**config.mk**
```make
export PLATFORM = sky130hd
export DESIGN_NAME = dcsformer_driver
export DESIGN_NICKNAME = d
export VERILOG_FILES = /design/src/rtl/dcsformer_driver.sv
export SDC_FILE = /design/constraint.sdc
export NUM_CORES = 2
export LEC_CHECK = 0
export ABC_AREA = 0
export CORE_MARGIN = 5
export CORE_UTILIZATION = 57
export CTS_CLUSTER_SIZE = 28
export DETAILED_ROUTE_END_ITERATION = 6
export PLACE_DENSITY_LB_ADDON = 0.08
export RECOVER_POWER = 25
export SLEW_MARGIN = 20
export SYNTH_ARGS = -nofsm -noshare
export SYNTH_HDL_FRONTEND = slang
export SYNTH_SLANG_ARGS = --single-unit
```
**constraint.sdc**
```tcl
create_clock -name clk -period 48.2 [get_ports clk]
set_input_delay 9.64 -clock clk [delete_from_list [all_inputs] [get_ports clk]]
set_output_delay 9.64 -clock clk [all_outputs]
set_load 0.02 [all_outputs]
```
**src/rtl/dcsformer_driver.sv**
```systemverilog
// Streaming initiator for the DCSformer sparse-attention core: holds the input matrix
// and weight vector, streams them to the core, and collects the result words.
module dcsformer_driver #(
    parameter int ROWS    = 8,
    parameter int COLS    = 16,
    parameter int DW      = 8,
    parameter int OW      = 32,
    parameter int TIMEOUT = 1023
) (
    input  logic                    clk,
    input  logic                    rst,
    input  logic                    cfg_we,
    input  logic [7:0]              cfg_addr,
    input  logic [DW-1:0]           cfg_wdata,
    input  logic                    start,
    output logic                    busy,
    output logic                    done,
    output logic                    err,
    input  logic [$clog2(ROWS)-1:0] res_idx,
    output logic [OW-1:0]           res_data,
    output logic                    i_valid,
    output logic [DW-1:0]           i_data,
    output logic                    w_valid,
    output logic [DW-1:0]           w_data,
    input  logic                    w_ready,
    input  logic                    o_valid,
    input  logic [OW-1:0]           o_data
);

    localparam int NMAT = ROWS * COLS;
    localparam int BW   = $clog2(NMAT);
    localparam int RW   = $clog2(ROWS);
    localparam int TW   = $clog2(TIMEOUT + 1);

    localparam logic [8:0]    MAT_END   = 9'(NMAT);
    localparam logic [8:0]    W_END     = 9'(NMAT + ROWS);
    localparam logic [BW-1:0] BEAT_LAST = BW'(NMAT - 1);
    localparam logic [RW-1:0] ROW_LAST  = RW'(ROWS - 1);
    localparam logic [TW-1:0] TMO_MAX   = TW'(TIMEOUT);

    localparam logic [2:0] ST_IDLE   = 3'd0;
    localparam logic [2:0] ST_SEND_I = 3'd1;
    localparam logic [2:0] ST_WAIT_W = 3'd2;
    localparam logic [2:0] ST_SEND_W = 3'd3;
    localparam logic [2:0] ST_RECV   = 3'd4;
    localparam logic [2:0] ST_FIN    = 3'd5;
    localparam logic [2:0] ST_ABORT  = 3'd6;

    logic [2:0]    state_q, state_d;
    logic [BW-1:0] beat_q, beat_d;
    logic [TW-1:0] tmo_q, tmo_d;
    logic [RW-1:0] res_n_q, res_n_d;
    logic          w_pend_q, w_pend_d;
    logic          err_q, err_d;

    logic [DW-1:0] matrix_q [NMAT];
    logic [DW-1:0] matrix_d [NMAT];
    logic [DW-1:0] weight_q [ROWS];
    logic [DW-1:0] weight_d [ROWS];
    logic [OW-1:0] result_q [ROWS];
    logic [OW-1:0] result_d [ROWS];

    logic          busy_q, busy_d;
    logic          done_q, done_d;
    logic          i_valid_q, i_valid_d;
    logic [DW-1:0] i_data_q, i_data_d;
    logic          w_valid_q, w_valid_d;
    logic [DW-1:0] w_data_q, w_data_d;

    logic [RW-1:0] w_sel;
    assign w_sel = RW'(cfg_addr - 8'(NMAT));

    // NOTE: every variable gets a default at the top of the block so no path leaves
    // it unassigned; a missing default in always_comb infers a latch.
    always_comb begin
        state_d  = state_q;
        beat_d   = beat_q;
        tmo_d    = tmo_q;
        res_n_d  = res_n_q;
        w_pend_d = w_pend_q;
        err_d    = err_q;
        matrix_d = matrix_q;
        weight_d = weight_q;
        result_d = result_q;

        case (state_q)
            ST_IDLE: begin
                // The write is folded in before start so a same-cycle start sees the new byte.
                if (cfg_we) begin
                    if ({1'b0, cfg_addr} < MAT_END) begin
                        matrix_d[cfg_addr[BW-1:0]] = cfg_wdata;
                    end else if ({1'b0, cfg_addr} < W_END) begin
                        weight_d[w_sel] = cfg_wdata;
                    end
                end
                if (start) begin
                    state_d  = ST_SEND_I;
                    beat_d   = '0;
                    tmo_d    = '0;
                    res_n_d  = '0;
                    w_pend_d = 1'b0;
                    err_d    = 1'b0;
                end
            end
            ST_SEND_I: begin
                if (w_ready) begin
                    w_pend_d = 1'b1;
                end
                if (beat_q == BEAT_LAST) begin
                    state_d = ST_WAIT_W;
                    beat_d  = '0;
                    tmo_d   = '0;
                end else begin
                    beat_d = beat_q + BW'(1);
                end
            end
            ST_WAIT_W: begin
                if (w_ready || w_pend_q) begin
                    state_d  = ST_SEND_W;
                    w_pend_d = 1'b0;
                end else if (tmo_q >= TMO_MAX) begin
                    state_d = ST_ABORT;
                    err_d   = 1'b1;
                end else begin
                    tmo_d = tmo_q + TW'(1);
                end
            end
            ST_SEND_W: begin
                if (beat_q[RW-1:0] == ROW_LAST) begin
                    state_d = ST_RECV;
                    beat_d  = '0;
                    tmo_d   = '0;
                end else begin
                    beat_d = beat_q + BW'(1);
                end
            end
            ST_RECV: begin
                if (o_valid) begin
                    result_d[res_n_q] = o_data;
                    tmo_d             = '0;
                    if (res_n_q == ROW_LAST) begin
                        state_d = ST_FIN;
                    end else begin
                        res_n_d = res_n_q + RW'(1);
                    end
                end else if (tmo_q >= TMO_MAX) begin
                    state_d = ST_ABORT;
                    err_d   = 1'b1;
                end else begin
                    tmo_d = tmo_q + TW'(1);
                end
            end
            ST_FIN, ST_ABORT: begin
                state_d = ST_IDLE;
            end
            default: begin
                state_d = ST_IDLE;
            end
        endcase
    end

    // Stream outputs are computed from the next state so they leave a flop aligned with it.
    always_comb begin
        busy_d    = (state_d != ST_IDLE);
        done_d    = (state_d == ST_FIN) || (state_d == ST_ABORT);
        i_valid_d = (state_d == ST_SEND_I);
        i_data_d  = i_valid_d ? matrix_d[beat_d] : '0;
        w_valid_d = (state_d == ST_SEND_W);
        w_data_d  = w_valid_d ? weight_d[beat_d[RW-1:0]] : '0;
    end

    // NOTE: sequential state uses non-blocking assignments only, so every flop samples
    // pre-edge values regardless of block ordering.
    always_ff @(posedge clk or posedge rst) begin
        if (rst) begin
            state_q   <= ST_IDLE;
            beat_q    <= '0;
            tmo_q     <= '0;
            res_n_q   <= '0;
            w_pend_q  <= 1'b0;
            err_q     <= 1'b0;
            busy_q    <= 1'b0;
            done_q    <= 1'b0;
            i_valid_q <= 1'b0;
            i_data_q  <= '0;
            w_valid_q <= 1'b0;
            w_data_q  <= '0;
        end else begin
            state_q   <= state_d;
            beat_q    <= beat_d;
            tmo_q     <= tmo_d;
            res_n_q   <= res_n_d;
            w_pend_q  <= w_pend_d;
            err_q     <= err_d;
            busy_q    <= busy_d;
            done_q    <= done_d;
            i_valid_q <= i_valid_d;
            i_data_q  <= i_data_d;
            w_valid_q <= w_valid_d;
            w_data_q  <= w_data_d;
        end
    end

    // NOTE: the buffers are flop arrays with a reset because their contents are
    // observable (streamed or read back) right after reset and must read as zero.
    always_ff @(posedge clk or posedge rst) begin
        if (rst) begin
            matrix_q <= '{default: '0};
            weight_q <= '{default: '0};
            result_q <= '{default: '0};
        end else begin
            matrix_q <= matrix_d;
            weight_q <= weight_d;
            result_q <= result_d;
        end
    end

    assign busy     = busy_q;
    assign done     = done_q;
    assign err      = err_q;
    assign i_valid  = i_valid_q;
    assign i_data   = i_data_q;
    assign w_valid  = w_valid_q;
    assign w_data   = w_data_q;
    assign res_data = result_q[res_idx];

endmodule

```
==> metrics.md <==
| Metric | Value |
|---|---|
| Reg2reg setup slack | 37,770 ps |
| Clk_skew | 18.6 ps |
| CTS root buf | clkbuf_16 |
| GRT Util Overall | 33.9% |
| Starting Density | 57.4% |
| DRT iter0 DRCs | 6,134 |
| Cells after Synth | 6,878 |
| DR vias/cell | 6.60 |
| Failing checks | design-rule violations, max-capacitance violations, max-slew violations |
| Share of cells above drive strength 1 | 22.0% |
| Startpoint Class | primary input |
| Fin crit period | 25,250 ps |
| Dpl hpwl | 136 mm |
| Hold Startpoint | weight_q[58]$_DFF_PP0_ |
| Die area | 130,000 µm² |
| Wire per inst | 26.5 µm |
| WP data arrival | 26,050 ps |
| Sequential share of power | 25.3% |
| Pin count of the biggest net entering global routing | 180 |
| Ys flop type | dfrtp_1 |
| Logic pwr share | 49.7% |
| Hold depth | 2 |
| Synthesized area per cell | 10.2 µm² |
| Register bit total from synthesis | 1,389 |
| F_max | 39.6 MHz |
| Switch share | 46.0% |
| Most frequent cells in the layout | 1,389 x dfrtp_1, 928 x nand2_1, 897 x mux2_2 |
| FF-to-FF End | i_data[2]$_DFF_PP0_ |
| Antenna violations before repair | 14 |
| Port Buf Inserts | 109 |
| Vias | 55,900 |
| Worst Reg-to-Reg Cells | 14 |
| GRT overflow | 0 |
| Sink Count | 1,389 |
| Hold EP | weight_q[58]$_DFF_PP0_ |
| Pwr dens | 61.9 nW/µm² |
| Distinct cells, synth | 87 |
| Total internal power | 2.58 mW |
| ANT nets after route | 0 |
| CP endpoint kind | asynchronous set/reset pin |
| CTS clk-pin slew, worst paths | 60 ps |
| Rows | 128 |
| Slew margin rel. | -510% |
| Worst vdd ir | 0.000101 V |
| WP data required | 49,000 ps |
| Cell Chain, Critical Path | dlygate4sd3_1, clkinvlp_2, clkbuf_1, clkbuf_1, buf_4, buf_4 |
| CTS buffer count | 151 |
| Worst hold path type | flip-flop to flip-flop |
| CTS resizes | 0 |
| Cell area after synthesis | 69,800 µm² |
| Post-route cell area | 77,300 µm² |
| Drt pass-1 iters | 7 |
| Area share of the largest cell type after synthesis | 49.8% |
| Critical-path top delay cell | clkbuf_1 |
| Filler instances | 9,875 |
| Final hold slack | 461 ps |
| CTS H-Tree Depth | 4 |
| Most common cell after layout, fill and taps aside | dfrtp_1 |
| Final setup fails | 0 |
| Fin. max-slew vios | 962 |
| WL final | 224 mm |
| Number of synthesized flops with an enable pin | 0 |
| Final Hold Violating Endpoints | 0 |
| Worst r2r src | beat_q[0]$_DFF_PP0_ |
| Vias in the first global route | 54,600 |
| Sw Pwr | 2.21 mW |
| Area post-placement | 72,300 µm² |
| Worst path max stage delay | 6350 ps |
| Io pins | 110 |
| Post-CTS Setup Bufs | 0 |
| Period utilization | 52.4% |
| Synthesis-to-layout area growth | 10.7% |
| Worst slew pin tran | 9150 ps |
| Sequential area share after synthesis | 49.8% |
| Sum Neg Setup Slack | 0 ps |
| Area of the core | 122,000 µm² |
| Hold Buf Count CTS | 0 |
| Cell taking the most area after synthesis | dfrtp_1 |
| Final nets | 6,780 |
| Clock buffer depth | 3 |
| Multi-input logic area | 32,800 µm² |
| # DRC | 28 |
| CTS tree | built |
| Die H | 360 µm |
| First-pass GRT wire length | 342 mm |
| Later-pin clock latency in the skew report | 780 ps |
| FF/Latch Area | 34,800 µm² |
| Die W | 360 µm |
| Yosys warns | 0 |
| Global placer's final weighted congestion | 0.916 |
| Crit path kind | primary input to asynchronous set/reset pin |
| Status | finished, violations left |
| Top post-synthesis cells by area | dfrtp_1 50%, mux2_2 15%, nor3_1 5.0%, nand2_1 5.0%, o21ai_0 3.8% |
| MaxCap Viol Count | 19 |
| FFs w/ async S/R, synth | 100% |
| Leak | 35.3 nW |
| CP Max Fanout | 159 |
| Setup repair after global routing missed its margin | false |
| Clock power share | 25.0% |
| Syn_nets | 6,940 |
==> kinds of logic after synthesis <==
kind of cell,count (synthesis),synth area share [%]
flops,1389,49.8
simple gates,2649,17.9
xor+xnor,1,0.0125
mux,1050,18.2
fa+ha+maj,5,0.0896
buf+inv,626,3.48
compound gates,1158,10.6
==> cell usage after synthesis, drive strengths merged (7+ instances only) <==
cell type,number
o22a,8
a32oi,17
buf,126
or3,132
a2111oi,7
nor2,440
or2,7
mux4,84
o311ai,77
clkbuf,475
mux2i,60
nor4,65
o211a,19
nand2b,36
o211ai,46
a22o,20
a311oi,24
a211oi,38
and3,15
o2111ai,23
a31oi,20
nor3b,9
a221o,11
o31ai,9
o22ai,20
inv,24
a221oi,22
o21ai,537
dfrtp,1389
nor3,738
nand4,47
and2,8
nand3b,23
a21oi,150
mux2,906
o311a,9
nand2,928
nand3,176
a22oi,38
a222oi,12
a211o,10
==> state kept, by name, summed over array words and instances, names as in the netlist <==
register	count
i_valid	1
res_n_q	3
w_data	8
weight_q	64
result_q	256
w_valid	1
err	1
matrix_q	1024
beat_q	7
state_q	3
i_data	8
busy	1
done	1
w_pend_q	1
tmo_q	10
==> worst max path at each step <==
stage | start | end | slack, ps
after floorplan | rst | beat_q[0]$_DFF_PP0_ | 19340
after detailed placement | res_idx[0] | res_data[15] | 26230
final | rst | result_q[14]$_DFFE_PP0P_ | 22950
after global placement | res_idx[0] | res_data[15] | 26270
after CTS | res_idx[0] | res_data[15] | 26200
after global routing | rst | result_q[170]$_DFFE_PP0P_ | 20300
==> power by group through the flow <==
stage / logic [mW] / registers [mW] / clock network, mW
2_1_floorplan: 1.51 / 1.23 / 0
3_3_place_gp: 2.27 / 1.23 / 0
3_5_place_dp: 2.29 / 1.23 / 0
4_1_cts: 2.30 / 1.21 / 1.21
5_1_grt: 2.52 / 1.21 / 1.26
6_report: 2.38 / 1.21 / 1.20
==> metrics by stage <==
| stage | total power [mW] | setup WS, ps | utilization, % | std cells |
|---|---|---|---|---|
| floorplan | 2.74 | 19340 | - | 6878 |
| global placement | 3.50 | 26270 | 59.4 | 8189 |
| detailed placement | 3.52 | 26230 | 59.4 | 8189 |
| CTS | 4.72 | 26200 | 63.6 | 8457 |
| global route | 4.99 | 20300 | 63.5 | 8460 |
| finish | 4.79 | 22950 | 63.5 | 8462 |
==> layer usage <==
layer,wire (µm),global-route usage (%),vias up
li1,-,-,24600
met1,91600,47.3,28000
met2,98900,51.1,2654
met3,22500,8.26,604
met4,10800,14.8,14
met5,91,0,-
==> critical path: cells and delay by family <==
family | cells | cell delay [ps]
buffers and inverters | 6 | 15920
==> layout make-up <==
cell class,count,share of cell area (%)
tap,1625,2.63
clock buffer,220,5.75
multi-input combinational,4863,42.5
antenna,4,0.0129
timing repair buffer,288,3.16
clock inverter,48,0.904
sequential,1389,44.9
inverter,25,0.146
No activity file was read; power rests on OpenSTA's default activity.
